--- src/rtl/memstream_cfg_master.sv ---
// memstream_cfg_master
// Command-driven initiator for an ap_memory-style config port. LOAD streams
// input words into consecutive memory addresses; DUMP reads consecutive
// addresses back and presents them as a backpressured stream. The readback
// path cannot stall, so reads are throttled by credits that are only returned
// when the downstream consumer accepts a word. The FIFO therefore never
// overflows.
module memstream_cfg_master #(
  parameter int  DEPTH      = 1024,
  parameter int  WIDTH      = 32,
  parameter int  CREDITS    = 4,
  localparam int ADDR_WIDTH = (DEPTH > 1) ? $clog2(DEPTH) : 1
) (
  input  logic                  clk,
  input  logic                  rst,
  // command channel
  input  logic                  cmd_vld,
  output logic                  cmd_rdy,
  input  logic                  cmd_op,
  input  logic [ADDR_WIDTH-1:0] cmd_base,
  input  logic [ADDR_WIDTH:0]   cmd_len,
  // LOAD input stream
  input  logic [WIDTH-1:0]      idat,
  input  logic                  ivld,
  output logic                  irdy,
  // DUMP output stream
  output logic [WIDTH-1:0]      odat,
  output logic                  ovld,
  input  logic                  ordy,
  // memory config port
  output logic                  config_ce,
  output logic                  config_we,
  output logic [ADDR_WIDTH-1:0] config_address,
  output logic [WIDTH-1:0]      config_d0,
  input  logic                  config_rack,
  input  logic [WIDTH-1:0]      config_q0,
  // status
  output logic                  busy,
  output logic                  done
);

  localparam int CW = $clog2(CREDITS + 1);               // credit / occupancy width
  localparam int PW = (CREDITS > 1) ? $clog2(CREDITS) : 1; // FIFO pointer width

  localparam logic [CW-1:0]         CREDITS_C = CW'(CREDITS);
  localparam logic [PW-1:0]         FIFO_LAST = PW'(CREDITS - 1);
  localparam logic [ADDR_WIDTH-1:0] ADDR_LAST = ADDR_WIDTH'(DEPTH - 1);
  localparam logic [ADDR_WIDTH:0]   REM_ONE   = (ADDR_WIDTH + 1)'(1);

  localparam logic [1:0] S_IDLE  = 2'd0;
  localparam logic [1:0] S_LOAD  = 2'd1;
  localparam logic [1:0] S_DUMP  = 2'd2;
  localparam logic [1:0] S_DRAIN = 2'd3;

  logic [1:0]            r_state;
  logic [ADDR_WIDTH-1:0] r_ptr;
  logic [ADDR_WIDTH:0]   r_rem;
  logic [CW-1:0]         r_credit;
  logic [CW-1:0]         r_outst;
  logic [CW-1:0]         r_count;
  logic [PW-1:0]         r_wr_ptr;
  logic [PW-1:0]         r_rd_ptr;
  logic [WIDTH-1:0]      r_fifo [CREDITS];
  logic                  r_ce;
  logic                  r_we;
  logic [ADDR_WIDTH-1:0] r_addr;
  logic [WIDTH-1:0]      r_d0;
  logic                  r_ovld;
  logic                  r_done;

  logic                  w_cmd_fire;
  logic                  w_beat;
  logic                  w_issue;
  logic                  w_push;
  logic                  w_pop;
  logic                  w_rem_last;
  logic [ADDR_WIDTH-1:0] w_ptr_next;
  logic [CW-1:0]         w_credit_next;
  logic [CW-1:0]         w_outst_next;
  logic [CW-1:0]         w_count_next;

  assign cmd_rdy = (r_state == S_IDLE);
  assign irdy    = (r_state == S_LOAD) && (r_rem != '0);
  assign busy    = (r_state != S_IDLE);
  assign done    = r_done;

  assign config_ce      = r_ce;
  assign config_we      = r_we;
  assign config_address = r_addr;
  assign config_d0      = r_d0;

  assign ovld = r_ovld;
  assign odat = r_fifo[r_rd_ptr];

  assign w_cmd_fire = cmd_vld && (r_state == S_IDLE);
  assign w_beat     = irdy && ivld;
  assign w_issue    = (r_state == S_DUMP) && (r_rem != '0) && (r_credit < CREDITS_C);
  // Racks with nothing outstanding (e.g. left over from an aborted command) are ignored.
  assign w_push     = config_rack && (r_outst != '0);
  assign w_pop      = r_ovld && ordy;
  assign w_rem_last = (r_rem == REM_ONE);
  // Explicit wrap so non-power-of-two depths stay in range.
  assign w_ptr_next = (r_ptr == ADDR_LAST) ? '0 : r_ptr + 1'b1;

  // Next values of the credit, outstanding-read and FIFO-occupancy counters.
  // NOTE: every combinational output gets a default first so no latch is inferred.
  always_comb begin
    w_credit_next = r_credit;
    w_outst_next  = r_outst;
    w_count_next  = r_count;
    if (w_issue && !w_pop) w_credit_next = r_credit + 1'b1;
    if (!w_issue && w_pop) w_credit_next = r_credit - 1'b1;
    if (w_issue && !w_push) w_outst_next = r_outst + 1'b1;
    if (!w_issue && w_push) w_outst_next = r_outst - 1'b1;
    if (w_push && !w_pop)  w_count_next = r_count + 1'b1;
    if (!w_push && w_pop)  w_count_next = r_count - 1'b1;
  end

  // Control FSM and the one-cycle done pulse.
  // NOTE: sequential state uses non-blocking assignments so every flop samples pre-edge values.
  always_ff @(posedge clk) begin
    if (rst) begin
      r_state <= S_IDLE;
      r_done  <= 1'b0;
    end else begin
      r_done <= 1'b0;
      case (r_state)
        S_IDLE: begin
          if (w_cmd_fire) begin
            if (cmd_len == '0) r_done  <= 1'b1;
            else               r_state <= cmd_op ? S_DUMP : S_LOAD;
          end
        end
        S_LOAD: begin
          if (w_beat && w_rem_last) begin
            r_state <= S_IDLE;
            r_done  <= 1'b1;
          end
        end
        S_DUMP: begin
          if (w_issue && w_rem_last) r_state <= S_DRAIN;
        end
        S_DRAIN: begin
          if ((r_outst == '0) && (r_count == '0)) begin
            r_state <= S_IDLE;
            r_done  <= 1'b1;
          end
        end
      endcase
    end
  end

  // Address pointer and remaining-word count for the active command.
  always_ff @(posedge clk) begin
    if (w_cmd_fire) begin
      r_ptr <= cmd_base;
      r_rem <= cmd_len;
    end else if (w_beat || w_issue) begin
      r_ptr <= w_ptr_next;
      r_rem <= r_rem - 1'b1;
    end
  end

  // Registered config-port strobes: one cycle per write beat or issued read.
  always_ff @(posedge clk) begin
    if (rst) begin
      r_ce <= 1'b0;
      r_we <= 1'b0;
    end else begin
      r_ce <= w_beat || w_issue;
      r_we <= w_beat;
    end
  end

  // Config-port address and write data; only meaningful while config_ce is high.
  always_ff @(posedge clk) begin
    if (w_beat || w_issue) r_addr <= r_ptr;
    if (w_beat)            r_d0   <= idat;
  end

  // Credit, outstanding-read and FIFO bookkeeping.
  always_ff @(posedge clk) begin
    if (rst) begin
      r_credit <= '0;
      r_outst  <= '0;
      r_count  <= '0;
      r_ovld   <= 1'b0;
      r_wr_ptr <= '0;
      r_rd_ptr <= '0;
    end else begin
      r_credit <= w_credit_next;
      r_outst  <= w_outst_next;
      r_count  <= w_count_next;
      r_ovld   <= (w_count_next != '0);
      if (w_push) r_wr_ptr <= (r_wr_ptr == FIFO_LAST) ? '0 : r_wr_ptr + 1'b1;
      if (w_pop)  r_rd_ptr <= (r_rd_ptr == FIFO_LAST) ? '0 : r_rd_ptr + 1'b1;
    end
  end

  // Readback FIFO storage.
  // NOTE: storage is not reset; the cleared pointers and count make stale entries unreachable.
  always_ff @(posedge clk) begin
    if (w_push) r_fifo[r_wr_ptr] <= config_q0;
  end

endmodule

--- config.mk ---
export PLATFORM = sky130hd
export DESIGN_NAME = memstream_cfg_master
export DESIGN_NICKNAME = d
export VERILOG_FILES = /design/src/rtl/memstream_cfg_master.sv
export SDC_FILE = /design/constraint.sdc
export NUM_CORES = 1
export LEC_CHECK = 0
export BUFFER_PORTS_ARGS = -buffer_cell sky130_fd_sc_hd__buf_2
export CAP_MARGIN = 20
export CORE_ASPECT_RATIO = 1.25
export CORE_UTILIZATION = 40
export CTS_BUF_LIST = sky130_fd_sc_hd__clkbuf_8
export CTS_CLUSTER_SIZE = 40
export DETAILED_ROUTE_END_ITERATION = 12
export GPL_TIMING_DRIVEN = 0
export SYNTH_ARGS = -nofsm -noshare
export SYNTH_HDL_FRONTEND = slang
export SYNTH_SLANG_ARGS = --single-unit
--- constraint.sdc ---
create_clock -name clk -period 2.7 [get_ports clk]
set_clock_uncertainty 0.05 [all_clocks]
set_input_delay 0.54 -clock clk [delete_from_list [all_inputs] [get_ports clk]]
set_output_delay 0.54 -clock clk [all_outputs]
set_load 0.05 [all_outputs]
; Word level (Yosys, flattened, before mapping)
; Memories as Yosys holds them, arrays and structs flattened. A register that Yosys moved wholly into a read port is not among the register bits.
; Cells that the tools add are included.
[word_totals]
output_inout_bits = 81
input_bits = 92
word_cells = 99
n_memories = 1
ram_bits = 128
register_bits = 82
[mem_list]
columns = memory, depth, word_bits, read_ports, rd_clocked_by_memory_dff, wr, line_no
row1 = r_fifo, 4, 32, 1, 1, 1, 63  ; logic [WIDTH-1:0] r_fifo [CREDITS];
[op_classes]
n_lt_le_gt_ge = 1
mux = 29
eq_ne = 12
n_reduce_logical = 32
add_sub_neg = 10
[ops]
columns = operator, count
row1 = $mux W10, 3
row2 = $mux W11, 2
row3 = $mux W2, 10
row4 = $mux W3, 6
row5 = $logic_and A1 B1 Y1, 16
row6 = $eq A11 B1 Y1 const B, 1
row7 = $logic_not A11 Y1, 1
row8 = $reduce_bool A11 Y1, 1
row9 = $sub A11 B1 Y11 const B, 1
row10 = $add A10 B1 Y10 const B, 1
row11 = $eq A10 B10 Y1 const B, 1
row12 = $add A3 B1 Y3 const B, 3
row13 = $sub A3 B1 Y3 const B, 3
row14 = $eq A2 B2 Y1 const B, 4
row15 = $pmux W2 S4, 1
row16 = $reduce_bool A2 Y1, 4
row17 = $logic_not A3 Y1, 2
row18 = $mux W1, 6
row19 = $ne A2 B1 Y1 const B, 3
row20 = $reduce_bool A3 Y1, 2
row21 = $reduce_and A5 Y1, 1
row22 = $add A2 B1 Y2 const B, 2
row23 = $ne A2 B2 Y1 const B, 2
row24 = $logic_not A1 Y1, 3
row25 = 5 further kinds, 5

; Logic depth before layout (Yosys ltp)
; Gate-level depths: netlist of the first run.
[depth]
word_depth = 6
ltp_mapped = 11

; Least setup slack after synthesis of the first run
; No wires, ideal clock.
[synth_timing]
kind = register -> register
from = reg r_rem[0]
to = reg r_d0[0], in the netlist config_d0[0], enable pin
arrival_ps = 2402
synth_period_minus_slack_ps = 2873
path_stages_with_launch = 6
slack_ps = -173
required_ps = 2229
setup_time_ps = 421
cell_sequence = edfxtp_1 -> inv_1 -> ha_1 -> nor3b_1 -> and3_1 -> nor2_1
[synth_via]
elab_chain_len = 3
[synth_rtl]
columns = element, line_no
row1 = from (decl), 57  ; logic [ADDR_WIDTH:0] r_rem;
row2 = from (signal assigned), 157  ; r_rem <= cmd_len;
row3 = from (signal assigned), 160  ; r_rem <= r_rem - 1'b1;
row4 = $reduce_bool A11 Y1, 83  ; assign irdy = (r_state == S_LOAD) && (r_rem != '0);
row5 = $logic_and A1 B1 Y1, 83
row6 = $logic_and A1 B1 Y1, 96  ; assign w_beat = irdy && ivld;
row7 = named net w_beat, 72  ; logic w_beat;
row8 = to (signal assigned), 178  ; if (w_beat) r_d0 <= idat;
row9 = to (decl), 67  ; logic [WIDTH-1:0] r_d0;
; The timed path passes the listed nets, and every way through them passes these cells.
; A chain may end at the register's enable or synchronous reset.

; Worst setup path after layout of the first run
[layout_timing]
from = reg r_rem[5]
to = out irdy
[layout_via]
elab_chain_len = 2
[layout_rtl]
columns = element, line_no
row1 = $reduce_bool A11 Y1, 83
row2 = $logic_and A1 B1 Y1, 83
row3 = to (decl), 25  ; output logic irdy,
; No other way between the ends.

==> summary.txt, run 1 <==
Cells and area
  – Fillers: 1759
  – Cell Count, Final, Fillers Out: 975
  – Register area: 6160 um2
  – Area of the multi-input gates: 1990 um2
  – Antenna Cells: 0
  – P&R area growth vs syn: 24.6%
  – Layout Nets: 787
  – Final core utilization: 50.9%
  – Layout cells sized above 1: 41.1%

Pwr
  – Switching Fraction: 32.9%
  – P_int: 0.00597 W
  – Seq pwr share: 47.4%
  – Cell leakage power: 3.71 nW
  – Maximum VDD drop: 0.000361 V
  – Net switching power: 0.00293 W
  – Total power: 0.00890 W
  – Clk pwr share: 27.9%
  – Combinational group share of total power: 24.8%
  – Pwr/cell area: 870 nW/um2

Placed design
  – Port Buf Inserts: 171
  – Post-placement cell count: 907
  – Final Wtd Congestion: 0.830
  – Dpl hpwl: 11200 um

Critical path
  – CP bufs+invs: 1
  – R2r endpoint: r_credit[2]
  – CP Depth: 4
  – Worst setup SP type: register
  – CP required: 2.11 ns
  – Reg2Reg Depth: 9
  – Crit-path cells: nor4_4 -> and3_4 -> nor3_1 -> buf_4
  – Crit Path Max Fanout: 6
  – Slowest cell on crit path: edfxtp_1
  – Critical R2R Launch: r_rem[5]
  – CP endpoint kind: output pin
  – Slowest stage delay, CP: 0.49 ns
  – CP top delay family: simple AND/OR/NAND/NOR gates
  – Worst setup path endpoint: irdy
  – Type of the worst setup path: reg -> out
  – Arrival time at the worst endpoint: 1.99 ns
  – R2r setup slk: 0.13 ns
  – Setup crit start: r_rem[5]

Synthesis
  – Synth top area share: 69.8%
  – Synth area leader: edfxtp_1
  – Synth area leaders: edfxtp_1 (70%), mux4_2 (8.8%), dfxtp_1 (5.1%)
  – Syn_area_per_cell: 17.8 um2
  – Post-synth EDFFs: 191
  – Cell variety after synth: 45
  – Async SR Flop Fraction: 0%
  – Post-synthesis register bit count: 212
  – YS warnings: 0
  – Primary FF master, synth: edfxtp_1
  – Sequential area share after synthesis: 75.0%
  – Post-Syn Area: 8210 um2
  – Post-Synthesis Cells: 462
  – Syn Nets: 569

GRT
  – Met2 capacity usage during global routing: 28.5%
  – Met1 Usage GRT: 18.0%
  – Vias in the first global route: 5061
  – Grt total ovfl: 0
  – Top Usage Layer GRT: met2
  – First-pass GRT wire length: 25700 um
  – GR Util met3: 5.37%
  – Largest net degree at the start of global routing: 33
  – Initial antenna violation count: 2
  – Total GRT Usage: 16.1%

Drt
  – Vias/cell: 4.91
  – DRC errors left: 0
  – DRT iter0 DRCs: 181
  – WL per Instance: 17.1 um
  – Antenna Violating Nets Remaining: 0
  – DR vias: 4788
  – Detailed Routing Iterations Pass 1: 4
  – Drt total wl: 16700 um

Status
  – Outcome: complete, no violations

Floorplan
  – Initial Util: 40.9%
  – Die footprint: 21100 um2
  – Top-level I/O count: 173
  – Die width: 130 um
  – Chip Height: 162 um
  – Row count: 58
  – Core ar.: 20100 um2

Clock network
  – Clock Pin Slew Worst Setup and Hold Paths: 0.06 ns
  – Clock sinks: 212
  – TritonCTS clock tree: done
  – Max clock buf depth: 3
  – H-tree depth: 2
  – CTS root buffer: clkbuf_8
  – Total CTS buffers: 36
  – Clk Latency, worst-skew pair: 0.51 ns

STA
  – Tightest hold margin: 0.156 ns
  – F_max: 387 MHz
  – Final setup vio count: 0
  – Hold Violations, Final: 0
  – Final max-slew violation count: 0
  – Final period util: 95.7%
  – Fin Setup TNS: 0 ns
  – Min Tclk post-route: 2.58 ns
  – Relative slew slack: 38.0%
  – Worst-Margin Slew: 0.927 ns

Min path
  – Hold_sp: idat[29]
  – Worst hold path type: in -> reg

Flow run
  – Max Cap Viol: 0
-- cells by family after synthesis --
logic type | after synthesis | share of synthesized area, %
muxes | 32 | 8.78
adders and majority gates | 16 | 2.59
xor gates and xnor gates | 22 | 2.35
and+or+nand+nor | 97 | 5.96
AOI/OAI and AO/OA | 49 | 3.73
DFF | 212 | 75.0
buffers and inverters | 34 | 1.65
-- cells in the mapped netlist (3+ instances only) --
master    count
nand4_1       3
ha_1         13
nand2_1      32
and2_1        8
a31oi_1       4
or3_1         3
edfxtp_1    191
xnor2_1       9
nand3_1       8
inv_1        19
mux4_2       32
nor4_2        3
nor3_1        8
buf_1         3
dfxtp_1      21
buf_2         6
clkbuf_1      4
o21ai_0      20
xor2_1       13
nor2_1       22
a21oi_1      12
-- registers in the layout, indices dropped and copies added (netlist names), 3 cells and up, named ones only --
signal / count
r_fifo: 128
config_d0: 32
r_rem: 11
config_address: 10
r_ptr: 10
r_count: 3
r_credit: 3
r_outst: 3
-- layout make-up --
cell class                      instances  share of cell area [%]
Timing Repair Buffer                  181                    9.61
Multi-Input combinational cell        216                    19.4
Tap cell                              270                    3.30
Clock inverter                         27                    1.19
Inverter                               21                   0.770
Sequential cell                       212                    60.2
Buffer                                 12                   0.733
Clock buffer                           36                    4.84
-- cells in the final DEF, fill, tap and decap left out, drive strengths merged --
| master | instances |
|---|---|
| clkinvlp | 1 |
| nand2 | 32 |
| o2111ai | 1 |
| o311ai | 1 |
| clkinv | 13 |
| maj3 | 1 |
| nor3b | 2 |
| or3 | 3 |
| o21ba | 1 |
| and2 | 8 |
| mux4 | 32 |
| buf | 190 |
| clkbuf | 39 |
| inv | 34 |
| fa | 2 |
| xnor2 | 9 |
| a31o | 1 |
| a31oi | 4 |
| o31ai | 2 |
| nor4 | 5 |
| xor2 | 13 |
| nor4b | 1 |
| nor3 | 8 |
| dfxtp | 21 |
| nand4 | 3 |
| and3 | 1 |
| edfxtp | 191 |
| nor2b | 1 |
| nand3 | 8 |
| nor2 | 22 |
| o22ai | 2 |
| nand3b | 1 |
| and4 | 1 |
| a21oi | 12 |
| or4 | 1 |
| o21ai | 24 |
| ha | 13 |
| o211a | 1 |
-- worst min path at each step --
stage | to | cells after the start
2_1_floorplan | config_address[1] | 0
3_3_place_gp | config_address[1] | 0
3_5_place_dp | config_address[1] | 0
4_1_cts | config_d0[9] | 1
5_1_grt | config_d0[8] | 1
6_report | config_d0[29] | 1
-- power by group through the flow --
stage	Clock (W)	Combinational [W]	Sequential, W
global route	0.00271	0.00240	0.00425
finish	0.00248	0.00220	0.00421
CTS	0.00258	0.00220	0.00422
detailed placement	0	0.00217	0.00426
global placement	0	0.00210	0.00425
floorplan	0	0.00144	0.00441
-- what timing repair did --
item / 4_1_cts / 5_1_grt
hold buffers: 0 / 0
pin swaps: 0 / 0
gates resized for setup: 13 / 10
setup buffers: 2 / 4
setup endpoints to repair: 56 / 53
-- metrics by stage --
step / area, um2 / setup slack, ns
global placement: 9410 / -0.367
finish: 10200 / 0.117
CTS: 10200 / -0.0285
floorplan: 8220 / 0.0251
global route: 10200 / -0.0136
detailed placement: 9500 / -0.464
-- per-layer routing --
metal  up-vias  share of wire [%]
met5         -               0.16
met4         4                2.0
met3        35                8.3
met2       205                 51
met1      2308                 38
li1       2236                  -
Power figures use the tool's default switching activity.
==> inputs of run 2 (changes only) <==
Settings changed: ABC_AREA set to 1, RECOVER_POWER set to 50.
==> summary.txt, run 2 <==
Floorplan
  – Row count: 58 (unchanged)
  – Core ar.: 20400 um2 (was 20100 um2)
  – Die footprint: 21600 um2 (was 21100 um2)
  – Top-level I/O count: 173 (unchanged)
  – Chip Height: 164 um (was 162 um)
  – Die width: 132 um (was 130 um)
  – Initial Util: 41.3% (was 40.9%)

GRT
  – Largest net degree at the start of global routing: 29 (was 33)
  – Total GRT Usage: 17.2% (was 16.1%)
  – Vias in the first global route: 5629 (was 5061)
  – Initial antenna violation count: 2 (unchanged)
  – First-pass GRT wire length: 28900 um (was 25700 um)
  – Grt total ovfl: 0 (unchanged)

Drt
  – Drt total wl: 18500 um (was 16700 um)
  – DRC errors left: 0 (unchanged)
  – Antenna Violating Nets Remaining: 0 (unchanged)
  – Vias/cell: 4.86 (was 4.91)
  – DR vias: 5683 (was 4788)
  – DRT iter0 DRCs: 307 (was 181)
  – WL per Instance: 15.8 um (was 17.1 um)
  – Detailed Routing Iterations Pass 1: 6 (was 4)

STA
  – Final max-slew violation count: 0 (unchanged)
  – Relative slew slack: 21.2% (was 38.0%)
  – Min Tclk post-route: 2.59 ns (was 2.58 ns)
  – Final setup vio count: 0 (unchanged)
  – F_max: 386 MHz (was 387 MHz)
  – Final period util: 95.9% (was 95.7%)
  – Hold Violations, Final: 0 (unchanged)
  – Worst-Margin Slew: 1.18 ns (was 0.927 ns)

Cells and area
  – Layout cells sized above 1: 26.4% (was 41.1%)
  – P&R area growth vs syn: 22.4% (was 24.6%)
  – Largest register FFs: 128 (unchanged)
  – Most frequent cells in the layout: edfxtp_1 (191), buf_2 (144), nor2_1 (102) (was edfxtp_1 (191), buf_2 (175), clkbuf_8 (36))
  – Most common cell after layout, fill and taps aside: edfxtp_1 (unchanged)
  – Layout Nets: 984 (was 787)
  – Top reg by flops: r_fifo (unchanged)
  – Design area: 10300 um2 (was 10200 um2)
  – Cell Count, Final, Fillers Out: 1169 (was 975)
  – Antenna Cells: 0 (unchanged)

Critical path
  – Crit Path Max Fanout: 10 (was 6)
  – Arrival time at the worst endpoint: 2.00 ns (was 1.99 ns)
  – CP required: 2.11 ns (about the same)
  – Reg2Reg Depth: 13 (was 9)
  – Worst setup SP type: register (unchanged)
  – CP endpoint kind: output pin (unchanged)
  – Type of the worst setup path: reg -> out (unchanged)

Synthesis
  – Synth area leader: edfxtp_1 (unchanged)
  – Most frequent cell after synthesis: edfxtp_1 (unchanged)
  – Async SR Flop Fraction: 0% (unchanged)
  – Syn Nets: 768 (was 569)
  – Post-Synthesis Cells: 661 (was 462)
  – Sequential area share after synthesis: 73.2% (was 75.0%)
  – Primary FF master, synth: edfxtp_1 (unchanged)
  – Syn_area_per_cell: 12.7 um2 (was 17.8 um2)
  – Post-synthesis register bit count: 212 (unchanged)
  – Most common library cells after synthesis: edfxtp_1 (191), nor2_1 (101), o21ai_0 (93) (was edfxtp_1 (191), mux4_2 (32), nand2_1 (32))
  – Post-Syn Area: 8410 um2 (was 8210 um2)
  – Synth top area share: 68.2% (was 69.8%)
  – Cell variety after synth: 36 (was 45)
  – Post-synth EDFFs: 191 (unchanged)
  – YS warnings: 0 (unchanged)
  – Synth area leaders: edfxtp_1 (68%), o21ai_0 (5.5%), dfxtp_1 (5.0%) (was edfxtp_1 (70%), mux4_2 (8.8%), dfxtp_1 (5.1%))

Pwr
  – Total power: 0.0112 W (was 0.00890 W)
  – Cell leakage power: 3.99 nW (was 3.71 nW)
  – Pwr/cell area: 1090 nW/um2 (was 870 nW/um2)
  – Maximum VDD drop: 0.000697 V (was 0.000361 V)

Status
  – Outcome: complete, no violations (unchanged)

Clock network
  – Max clock buf depth: 3 (unchanged)
  – Clock sinks: 212 (unchanged)
  – Hold Buf Count CTS: 0 (unchanged)
  – TritonCTS clock tree: done (unchanged)
  – Clk Latency, worst-skew pair: 0.50 ns (was 0.51 ns)
  – CTS root buffer: clkbuf_8 (unchanged)
  – H-tree depth: 2 (unchanged)
  – Total CTS buffers: 35 (was 36)
  – Clock Pin Slew Worst Setup and Hold Paths: 0.06 ns (about the same)

Min path
  – Hold Crit Depth: 1 (unchanged)
  – Worst hold path type: in -> reg (unchanged)

Flow run
  – Max Cap Viol: 0 (unchanged)

Placed design
  – Dpl hpwl: 12200 um (was 11200 um)
  – Post-placement cell count: 1108 (was 907)
  – Port Buf Inserts: 172 (was 171)
  – Cell Area, Placed: 9740 um2 (was 9500 um2)
  – Final Wtd Congestion: 0.774 (was 0.830)
[run 2: cell count changes after synthesis, moves of 5 or more]
cell | before | now
mux4_2 | 32 | 0
xnor2_1 | 9 | 2
nand2_1 | 32 | 57
o21ai_0 | 20 | 93
and2_1 | 8 | 1
o22ai_1 | 1 | 32
nor3_1 | 8 | 2
xor2_1 | 13 | 8
inv_2 | 1 | 12
clkbuf_1 | 4 | 16
inv_1 | 19 | 43
nor2_1 | 22 | 101
[run 2: critical path, cell delays in order (launching register included)]
cell	delay (ns)
dfxtp_1	0.31
clkbuf_4	0.18
clkinv_2	0.12
buf_2	0.27
nor2_1	0.06
o22ai_1	0.25
clkbuf_4	0.29
[run 2: area by class of cell]
class	instances	area [um2]
multi-input cells	369	1960
fillers	1892	10100
flip-flops and latches	212	6160
clock inverters	22	92.6
well taps	270	338
repair buffers	179	920
inverters	56	211
clock buffers	37	509
plain buffers	24	120
[run 2: worst paths after layout]
check                 from                 to  slack [ns]
setup / recovery  register            odat[4]        0.11
hold / removal    idat[22]      config_d0[22]        0.15
setup reg to reg  r_rem[0]        r_credit[2]        0.20
hold reg to reg   r_ptr[9]  config_address[9]        0.40
[run 2: power by group]
| part | internal (W) | leakage, nW | switching, W |
|---|---|---|---|
| combinational | 0.000993 | 1.73 | 0.00307 |
| clock | 0.00126 | 0.342 | 0.00121 |
| sequential | 0.00442 | 1.92 | 0.000293 |
| total | 0.00668 | 3.99 | 0.00457 |
[run 2: per-layer routing]
| metal | GRT usage [%] | vias up | wire [um] | part of all wire [%] |
|---|---|---|---|---|
| li1 | - | 2795 | - | - |
| met1 | 20.8 | 2662 | 7800 | 42 |
| met2 | 28.6 | 185 | 8820 | 48 |
| met3 | 5.77 | 37 | 1480 | 8.0 |
| met4 | 6.03 | 4 | 330 | 1.8 |
| met5 | 0 | - | 25 | 0.14 |
[run 2: stage by stage]
| step | hold slack, ns | setup WS [ns] | util (%) | setup TNS [ns] |
|---|---|---|---|---|
| 4_1_cts | 0.116 | 0.00811 | 50.8 | 0 |
| 6_report | 0.153 | 0.110 | 50.5 | 0 |
| 3_5_place_dp | 0.398 | -0.303 | 47.8 | -6.34 |
| 3_3_place_gp | 0.382 | -1.17 | 47.1 | -146.43 |
| 5_1_grt | 0.111 | -0.0106 | 50.5 | -0.0106 |
| 2_1_floorplan | 0.372 | 0.0968 | - | 0 |
[run 2: cell families after synthesis]
family                   after synthesis  synth area share, %
AO/OA/AOI/OAI                        153                 9.78
XOR/XNOR                              10                 1.04
adder cells (fa/ha/maj)               15                 2.41
buffers and inverters                 80                 3.69
flip-flops                           212                 73.2
AND/OR/NAND/NOR                      191                 9.92
[run 2: what timing repair did]
item                                    4_1_cts  5_1_grt
buffers inserted                              0        2
pin swaps                                     0        1
resized for setup                            18       12
endpoints found under the setup margin       53       41
endpoints found under the hold margin         0        0
==> inputs of run 3 (changes only) <==
Settings changed: CELL_PAD_IN_SITES_DETAIL_PLACEMENT set to 1, CELL_PAD_IN_SITES_GLOBAL_PLACEMENT set to 2, CORE_UTILIZATION 40 to 34, PLACE_DENSITY_LB_ADDON set to 0.1.
==> summary.txt, run 3 (same netlist as run 2, synthesis figures left out) <==
Cells and area
  – Largest register FFs: 128 (unchanged)
  – Most frequent cells in the layout: edfxtp_1 (191), buf_2 (130), nor2_1 (100) (was edfxtp_1 (191), buf_2 (144), nor2_1 (102))
  – Top reg by flops: r_fifo (unchanged)
  – Layout cells sized above 1: 25.5% (was 26.4%)
  – Final core utilization: 42.8% (was 50.5%)
  – Layout Nets: 985 (was 984)
  – Cell Count, Final, Fillers Out: 1237 (was 1169)
  – P&R area growth vs syn: 24.3% (was 22.4%)
  – Design area: 10500 um2 (was 10300 um2)
  – Most common cell after layout, fill and taps aside: edfxtp_1 (unchanged)

Clock network
  – Clock sinks: 212 (unchanged)
  – Max clock buf depth: 3 (unchanged)
  – Total CTS buffers: 37 (was 35)
  – Clk Latency, worst-skew pair: 0.52 ns (was 0.50 ns)
  – CTS root buffer: clkbuf_8 (unchanged)
  – H-tree depth: 2 (unchanged)
  – Clock Pin Slew Worst Setup and Hold Paths: 0.06 ns (about the same)
  – TritonCTS clock tree: done (unchanged)

GRT
  – Grt total ovfl: 0 (unchanged)
  – Largest net degree at the start of global routing: 33 (was 29)
  – Vias in the first global route: 6383 (was 5629)
  – Total GRT Usage: 17.3% (was 17.2%)
  – Initial antenna violation count: 1 (was 2)
  – First-pass GRT wire length: 33000 um (was 28900 um)

Pwr
  – Combinational group share of total power: 36.4% (was 36.1%)
  – Maximum VDD drop: 0.000500 V (was 0.000697 V)
  – Seq pwr share: 41.2% (was 41.9%)
  – P_int: 0.00672 W (was 0.00668 W)
  – Switching Fraction: 41.4% (was 40.6%)
  – Net switching power: 0.00476 W (was 0.00457 W)
  – Pwr/cell area: 1100 nW/um2 (was 1090 nW/um2)
  – Cell leakage power: 4.00 nW (was 3.99 nW)
  – Clk pwr share: 22.3% (was 21.9%)

Placed design
  – Final Wtd Congestion: 0.789 (was 0.774)
  – Dpl hpwl: 15000 um (was 12200 um)
  – Cell Area, Placed: 9800 um2 (was 9740 um2)
  – Post-placement cell count: 1167 (was 1108)
  – Port Buf Inserts: 172 (unchanged)

STA
  – Final period util: 95.7% (was 95.9%)
  – Final setup vio count: 0 (unchanged)
  – F_max: 387 MHz (was 386 MHz)
  – Relative slew slack: 32.7% (was 21.2%)
  – Min Tclk post-route: 2.58 ns (was 2.59 ns)
  – Worst-Margin Slew: 1.01 ns (was 1.18 ns)
  – Final max-slew violation count: 0 (unchanged)
  – Hold Violations, Final: 0 (unchanged)

Min path
  – Worst hold path type: in -> reg (unchanged)

Drt
  – Drt total wl: 21700 um (was 18500 um)
  – DRT iter0 DRCs: 181 (was 307)
  – DRC errors left: 0 (unchanged)
  – WL per Instance: 17.5 um (was 15.8 um)
  – Detailed Routing Iterations Pass 1: 4 (was 6)
  – Antenna Violating Nets Remaining: 0 (unchanged)
  – DR vias: 5872 (was 5683)
  – Vias/cell: 4.75 (was 4.86)

Status
  – Outcome: complete, no violations (unchanged)

Floorplan
  – Die footprint: 25400 um2 (was 21600 um2)
  – Die width: 143 um (was 132 um)
  – Row count: 64 (was 58)
  – Top-level I/O count: 173 (unchanged)
  – Initial Util: 34.5% (was 41.3%)
  – Core ar.: 24400 um2 (was 20400 um2)
  – Chip Height: 178 um (was 164 um)

Critical path
  – CP top delay family: buffers and inverters (unchanged)
  – CP bufs+invs: 3 (was 4)
  – Type of the worst setup path: reg -> out (unchanged)
  – Slowest stage delay, CP: 0.32 ns (was 0.31 ns)
  – Worst setup SP type: register (unchanged)
  – Crit-path cells: buf_2 -> clkbuf_2 -> nor2_1 -> o22ai_1 -> buf_4 (was clkbuf_4 -> clkinv_2 -> buf_2 -> nor2_1 -> o22ai_1 -> clkbuf_4)
  – Crit Path Max Fanout: 10 (unchanged)
  – Arrival time at the worst endpoint: 1.99 ns (was 2.00 ns)
  – CP required: 2.11 ns (about the same)
  – Slowest cell on crit path: dfxtp_1 (unchanged)
  – CP endpoint kind: output pin (unchanged)

Flow run
  – Max Cap Viol: 0 (unchanged)
## run 3: final cells by class
cell class	instances	area (um2)
fillers	2695	14000
flip-flops and latches	212	6160
multi-input cells	369	1980
repair buffers	178	928
clock buffers	37	509
well taps	330	413
inverters	56	213
clock inverters	29	130
plain buffers	24	128
diodes	2	5.00
## run 3: worst paths after layout
check | startpoint | end | slack [ns] | cells after the start
setup / recovery | register | odat[5] | 0.12 | 5
hold / removal | idat[15] | config_d0[15] | 0.14 | 1
setup reg to reg | r_rem[0] | r_credit[2] | 0.22 | 13
hold reg to reg | r_outst[2] | r_outst[2] | 0.41 | 2
## run 3: through the flow
| step | hold slack [ns] | setup TNS, ns | total power (W) | worst slack (ns) |
|---|---|---|---|---|
| final | 0.143 | 0 | 0.0115 | 0.117 |
| after global routing | 0.0978 | -0.00118 | 0.0121 | -0.000906 |
| after CTS | 0.0979 | -1.59 | 0.0117 | -0.0519 |
| after detailed placement | 0.404 | -13.09 | 0.00902 | -0.603 |
| after global placement | 0.385 | -183.93 | 0.00883 | -1.37 |
| after floorplan | 0.372 | 0 | 0.00774 | 0.0968 |
## run 3: power groups by stage
| stage | logic [W] | clock network [W] | registers (W) |
|---|---|---|---|
| global route | 0.00454 | 0.00280 | 0.00480 |
| finish | 0.00418 | 0.00256 | 0.00473 |
| floorplan | 0.00249 | 0 | 0.00525 |
| global placement | 0.00403 | 0 | 0.00480 |
| detailed placement | 0.00421 | 0 | 0.00481 |
| CTS | 0.00427 | 0.00268 | 0.00475 |
## run 3: per-layer routing
layer	wire (um)	GRT usage, %
met1	8150	17.9
met3	1100	3.64
met4	459	6.68
met5	13	0
met2	11900	33.4
## run 3: what timing repair did
action | in CTS | in global routing
pin swaps | 0 | 1
resized for setup | 25 | 15
endpoints found under the hold margin | 0 | 0
buffers inserted | 0 | 1
endpoints found under the setup margin | 85 | 30
hold buffers | 0 | 0
